$ cat config.mk
export PLATFORM = sky130hd
export DESIGN_NAME = debounce_arbiter
export DESIGN_NICKNAME = d
export VERILOG_FILES = /design/src/rtl/debounce_pkg.sv /design/src/rtl/edge_sync.sv /design/src/rtl/debounce_arbiter.sv
export SDC_FILE = /design/constraint.sdc
export NUM_CORES = 1
export LEC_CHECK = 0
export ABC_AREA = 1
export BUFFER_PORTS_ARGS = -buffer_cell sky130_fd_sc_hd__buf_2
export CORE_MARGIN = 4
export CORE_UTILIZATION = 64
export DETAILED_ROUTE_END_ITERATION = 8
export PLACE_DENSITY = 0.92
export SLEW_MARGIN = 20
export SYNTH_ARGS = -nofsm -noshare
export SYNTH_HDL_FRONTEND = slang
export SYNTH_SLANG_ARGS = --single-unit
$ cat constraint.sdc
create_clock -name clock -period 3.9 [get_ports clock]
set_clock_uncertainty 0.2 [all_clocks]
set_input_delay 0.39 -clock clock [delete_from_list [all_inputs] [get_ports clock]]
set_output_delay 0.39 -clock clock [all_outputs]
set_load 0.03 [all_outputs]
$ cat src/rtl/debounce_pkg.sv
// Shared types, defaults and round-robin helpers for the shared-timer button debouncer.
package debounce_pkg;

  localparam int unsigned N_CH_DEF        = 4;
  localparam int unsigned HOLD_CYCLES_DEF = 1000;

  // Widest request vector the arbiter helper can scan.
  localparam int unsigned RR_MAX   = 16;
  localparam int unsigned RR_IDX_W = 4;

  typedef enum logic [1:0] {
    IDLE   = 2'b00,
    TIMING = 2'b01,
    CHECK  = 2'b10
  } state_t;

  // First set bit of req at or above ptr, wrapping at n; returns ptr when req is empty.
  function automatic int unsigned rr_pick(input logic [RR_MAX-1:0] req,
                                          input int unsigned       ptr,
                                          input int unsigned       n);
    int unsigned idx;
    int unsigned pick;
    logic        found;
    pick  = ptr;
    found = 1'b0;
    for (int unsigned i = 0; i < RR_MAX; i++) begin
      idx = ptr + i;
      if (idx >= n) idx = idx - n;
      if (!found && (i < n) && req[idx[RR_IDX_W-1:0]]) begin
        pick  = idx;
        found = 1'b1;
      end
    end
    return pick;
  endfunction

  // Index following idx, wrapping at n.
  function automatic int unsigned rr_advance(input int unsigned idx,
                                             input int unsigned n);
    return ((idx + 32'd1) >= n) ? 32'd0 : (idx + 32'd1);
  endfunction

endpackage

$ cat src/rtl/edge_sync.sv
// One channel: two-flop synchroniser plus delay flop for rising-edge detection.
module edge_sync
  import debounce_pkg::*;
(
  input  logic clock,
  input  logic reset,
  input  logic raw,
  output logic level,
  output logic rise
);

  logic s1;
  logic s2;
  logic s3;

  // Synchronise the asynchronous pin and keep one cycle of history.
  always_ff @(posedge clock) begin
    if (!reset) begin
      s1 <= 1'b0;
      s2 <= 1'b0;
      s3 <= 1'b0;
    end else begin
      s1 <= raw;
      s2 <= s1;
      s3 <= s2;
    end
  end

  assign level = s2;
  assign rise  = s2 & ~s3;

endmodule

$ cat src/rtl/debounce_arbiter.sv
// Debounces N_CH buttons with one shared hold-off timer granted round-robin.
// Define DEBOUNCE_DROP_COUNT_EN to add an 8-bit saturating count of rejected presses (drop_count).
module debounce_arbiter
  import debounce_pkg::*;
#(
  parameter  int unsigned N_CH        = N_CH_DEF,
  parameter  int unsigned HOLD_CYCLES = HOLD_CYCLES_DEF,
  localparam int unsigned CNT_W       = $clog2(HOLD_CYCLES),
  localparam int unsigned ID_W        = $clog2(N_CH)
) (
  input  logic            clock,
  input  logic            reset,
  input  logic [N_CH-1:0] raw,
  output logic [N_CH-1:0] clean,
  output logic            busy,
  output logic [ID_W-1:0] grant_id
`ifdef DEBOUNCE_DROP_COUNT_EN
  ,
  output logic [7:0]      drop_count
`endif
);

  logic [N_CH-1:0]  level;
  logic [N_CH-1:0]  rise;

  state_t           state;
  state_t           state_next;
  logic [CNT_W-1:0] counter;
  logic [CNT_W-1:0] counter_next;
  logic [N_CH-1:0]  pending;
  logic [N_CH-1:0]  pending_next;
  logic [ID_W-1:0]  rr_ptr;
  logic [ID_W-1:0]  rr_ptr_next;
  logic [ID_W-1:0]  grant_next;
  logic [ID_W-1:0]  pick;
  logic [N_CH-1:0]  owned_mask;
  logic [N_CH-1:0]  clr_mask;
  logic [N_CH-1:0]  clean_next;
  logic             busy_next;
`ifdef DEBOUNCE_DROP_COUNT_EN
  logic [7:0]       drop_next;
`endif

  for (genvar g = 0; g < N_CH; g++) begin : g_ch
    edge_sync u_sync (
      .clock (clock),
      .reset (reset),
      .raw   (raw[g]),
      .level (level[g]),
      .rise  (rise[g])
    );
  end

  // Next-state, arbitration and pending-request bookkeeping.
  always_comb begin
    state_next   = state;
    counter_next = counter;
    grant_next   = grant_id;
    rr_ptr_next  = rr_ptr;
    clean_next   = '0;
    clr_mask     = '0;
`ifdef DEBOUNCE_DROP_COUNT_EN
    drop_next    = drop_count;
`endif
    // The channel under test ignores its own bounces while it owns the timer.
    owned_mask   = (state != IDLE) ? (N_CH'(1) << grant_id) : '0;
    pick         = ID_W'(rr_pick(RR_MAX'(pending), 32'(rr_ptr), N_CH));

    case (state)
      IDLE: begin
        if (|pending) begin
          grant_next   = pick;
          counter_next = '0;
          clr_mask     = N_CH'(1) << pick;
          state_next   = TIMING;
        end
      end
      TIMING: begin
        if (counter == CNT_W'(HOLD_CYCLES - 1)) begin
          state_next = CHECK;
        end else begin
          counter_next = counter + CNT_W'(1);
        end
      end
      CHECK: begin
        if (level[grant_id]) begin
          clean_next = N_CH'(1) << grant_id;
        end else begin
`ifdef DEBOUNCE_DROP_COUNT_EN
          if (drop_count != 8'hFF) drop_next = drop_count + 8'd1;
`endif
        end
        rr_ptr_next = ID_W'(rr_advance(32'(grant_id), N_CH));
        state_next  = IDLE;
      end
      default: begin
        state_next = IDLE;
      end
    endcase

    // Clearing on grant takes priority over a coincident new edge.
    pending_next = (pending | (rise & ~owned_mask)) & ~clr_mask;
    busy_next    = (state_next != IDLE);
  end

  // State and registered outputs.
  always_ff @(posedge clock) begin
    if (!reset) begin
      state    <= IDLE;
      counter  <= '0;
      pending  <= '0;
      rr_ptr   <= '0;
      grant_id <= '0;
      clean    <= '0;
      busy     <= 1'b0;
`ifdef DEBOUNCE_DROP_COUNT_EN
      drop_count <= 8'd0;
`endif
    end else begin
      state    <= state_next;
      counter  <= counter_next;
      pending  <= pending_next;
      rr_ptr   <= rr_ptr_next;
      grant_id <= grant_next;
      clean    <= clean_next;
      busy     <= busy_next;
`ifdef DEBOUNCE_DROP_COUNT_EN
      drop_count <= drop_next;
`endif
    end
  end

endmodule

==> run summary <==
status - finished clean
Clock Path Buffers - 2
Adder-Cell Fraction of Synth Area - 0.06270
post-synthesis mux area share - 0
Worst Path Required - 3.94 ns
layout cells sized above 1 - 0.1655
final wirelength - 4030 um
Filler cells - 239
Placeable Area - 3028 um2
slowest CP cell - dfxtp_1
# IOs - 13
CTS resizes - 0
RR Startpoint - rr_ptr[0]$_SDFFE_PN0N_
Cell Area, Synth - 1996 um2
delay of the slowest critical-path stage - 0.66 ns
main combinational cell family by area after synthesis - simple AND/OR/NAND/NOR gates
crit-path cells - inv_8 -> ha_1 -> inv_1 -> nand3_1 -> nand3_1 -> nor2_4 -> nand2_1 -> nand2_1 -> nand2_1 -> nor2_1 -> a21oi_1
worst reg2reg path depth - 11
Rel. slew slack - 0.6563
PwrDens - 399.0 nW/um2
All-Layer GR Usage - 0.2153
worst hold path class - primary input to flip-flop
Stages on worst setup path - 11
H-tree Lvls - 2
sequential area share after synthesis - 0.3712
Setup TNS - 0 ns
final setup vio count - 0
crit path launch type - flip-flop
final net count - 311
final hold vios - 0
TritonCTS Buffers - 5
initial antenna violation count - 0
vias in the first global route - 1671
Die ar. - 4076 um2
metal3 WL - 258 um
CP startpoint - rr_ptr[0]$_SDFFE_PN0N_
Crit path max-delay family - simple AND/OR/NAND/NOR gates
largest net degree at the start of global routing - 23
Via Count - 1771
via/cell ratio - 5.209
RSZ-0062 raised after global routing - no
first-pass GRT wire length - 6982 um
Max Cap Violations - 0
Compound-Gate Fraction of Synth Area - 0.08088
number of detailed-route iterations in the first pass - 5
port bufs - 12
Clock Latency Late Sink - 0.34 ns
die width - 63.84 um
FMAX - 0.4180 GHz
Yosys reg bits - 37
most numerous cell on the critical path - nand2_1
worst setup path endpoint - pending[3]$_SDFF_PN0_
Final WS setup - 1.507 ns
Clock transition at path regs - 0.11 ns
xor and xnor area share after synthesis - 0.01317
Die Span Y - 63.84 um
Final Cycle Share - 0.6135
CP Data Arrival Time - 2.43 ns
Reg2Reg Setup Slack - 1.51 ns
VDD IR max - 0.4058 mV
WS Path Type - flip-flop to flip-flop
Pleak - 1.061 nW
fin util - 0.7215
DR WL/cell - 11.85 um
RD Place Congestion - 0.9554
RR Endpoint - pending[3]$_SDFF_PN0_
DRC viols - 0
CTS tree - yes
fin. max-slew vios - 0
Rows - 20
Synth-to-Final Area Change - 9.467%
routed wl met2 - 1988 um
critical path fanouts, max - 12
post-layout minimum cycle time - 2.393 ns
ANT cells - 0
clk sinks - 37
clock root cell - clkbuf_4
Synth cell types - 32
Syn Nets - 297
DRT iter0 DRCs - 126
post-route ant nets - 0
Post-Synthesis Cells - 281
post-CTS setup buffer count - 0
yosys warns - 0
CP endpoint kind - flip-flop
syn_area_per_cell - 7.102 um2
Initial Util - 0.6591
Least-Margin Pin Slew - 0.5149 ns
Final HPWL DP - 2923 um
CTS Hold Bufs - 0
top layer in use - met4
Synth Area in Simple Gates - 0.3618
total power draw - 0.8717 mW
GRT overflow - 0
met1 wire length - 1687 um
Buf/Inv on CP - 2
Post-Place Worst Slack - 1.570 ns
area by class of cell:
cell class,instances,area (um2),share of cell area
Clock buffer,5,37.54,0.01718
Clock inverter,3,65.06,0.02978
Inverter,49,191.4,0.08763
Multi-Input combinational cell,190,1035,0.4737
Sequential cell,37,740.7,0.3391
Tap cell,44,55.05,0.02520
Timing Repair Buffer,12,60.06,0.02749
power by group:
group | leakage (nW) | switching [mW] | internal [mW] | total, mW
clock | 0.0552 | 0.125 | 0.198 | 0.323
combinational | 0.705 | 0.0979 | 0.0405 | 0.138
sequential | 0.302 | 0.0162 | 0.394 | 0.410
worst min-delay path by stage:
stage                                 start                              end  slack [ns]  depth (start not counted)
6_report                             raw[1]     g_ch[1].u_sync.s1$_SDFF_PN0_        0.02                          3
5_1_grt                              raw[3]     g_ch[3].u_sync.s1$_SDFF_PN0_        0.02                          3
4_1_cts                              raw[1]     g_ch[1].u_sync.s1$_SDFF_PN0_       0.008                          3
3_5_place_dp   g_ch[1].u_sync.s1$_SDFF_PN0_  g_ch[1].u_sync.level$_SDFF_PN0_        0.21                          2
3_3_place_gp   g_ch[0].u_sync.s1$_SDFF_PN0_  g_ch[0].u_sync.level$_SDFF_PN0_        0.19                          2
2_1_floorplan  g_ch[0].u_sync.s1$_SDFF_PN0_  g_ch[0].u_sync.level$_SDFF_PN0_        0.19                          2
kinds of logic (layout without fill, tap and decap cells):
kind of cell / after synthesis / count (layout)
adder cells (fa/ha/maj): 10 / 10
XOR/XNOR: 3 / 3
AND/OR/NAND/NOR: 149 / 149
buffers and inverters: 54 / 69
flip-flops: 37 / 37
AO/OA/AOI/OAI: 28 / 28
synth_stat cells (all sizes together):
library cell | instances | area, um2
o211ai | 3 | 22.52
nor2 | 31 | 136.4
nand4 | 5 | 31.28
a21oi | 12 | 63.81
xor2 | 3 | 26.28
o21bai | 1 | 7.510
ha | 10 | 125.1
a211oi | 1 | 7.510
a31oi | 1 | 6.260
o31ai | 1 | 7.510
o21ai | 8 | 40.03
nand3 | 25 | 155.2
o22ai | 1 | 6.260
dfxtp | 37 | 740.7
inv | 48 | 187.7
nor3 | 9 | 45.04
nand2 | 78 | 347.8
or2 | 1 | 6.260
clkbuf | 3 | 12.51
clkinv | 1 | 3.750
buf | 2 | 16.26
cells in the final DEF (no fill, tap or decap), types with 2 or more instances in the layout:
| cell type | Yosys | routed |
|---|---|---|
| nor2_2 | 2 | 2 |
| nor3_1 | 9 | 9 |
| nand3_2 | 6 | 6 |
| ha_1 | 10 | 10 |
| nand2_4 | 4 | 4 |
| nor2_4 | 2 | 2 |
| nand2_1 | 64 | 64 |
| inv_2 | 2 | 2 |
| clkbuf_4 | 0 | 5 |
| buf_2 | 1 | 12 |
| nand3_1 | 19 | 19 |
| o211ai_1 | 3 | 3 |
| o21ai_0 | 7 | 7 |
| nand2_2 | 10 | 10 |
| inv_1 | 45 | 45 |
| xor2_1 | 3 | 3 |
| a21oi_1 | 11 | 11 |
| dfxtp_1 | 37 | 37 |
| nor2_1 | 27 | 27 |
| bufinv_16 | 0 | 2 |
| nand4_1 | 5 | 5 |
sequential cells by signal, indices dropped and copies added (netlist names):
name               cells
g_ch.u_sync.s1         4
rr_ptr                 2
state                  2
g_ch.u_sync.level      4
busy                   1
pending                4
g_ch.u_sync.s3         4
grant_id               2
counter               10
clean                  4
metal layers:
layer / vias up / track usage
met5: - / 0
met4: 0 / 0.09164
met3: 11 / 0.05272
met2: 62 / 0.3729
met1: 788 / 0.2500
li1: 910 / -
through the flow:
| step | cell area, um2 | hold slack [ns] | cells |
|---|---|---|---|
| after floorplan | 1996 | 0.1905 | 281 |
| after global placement | 2082 | 0.1915 | 332 |
| after detailed placement | 2082 | 0.2079 | 332 |
| after CTS | 2185 | 0.008146 | 340 |
| after global routing | 2185 | 0.01843 | 340 |
| final | 2185 | 0.02146 | 340 |
worst reg2reg max path, cell delays in order, from the launching register on:
cell,delay [ns]
dfxtp_1,0.66
inv_8,0.10
ha_1,0.38
inv_1,0.11
nand3_1,0.10
nand3_1,0.12
nor2_4,0.15
nand2_1,0.10
nand2_1,0.09
nand2_1,0.06
nor2_1,0.14
a21oi_1,0.08
Power figures use the tool's default switching activity.
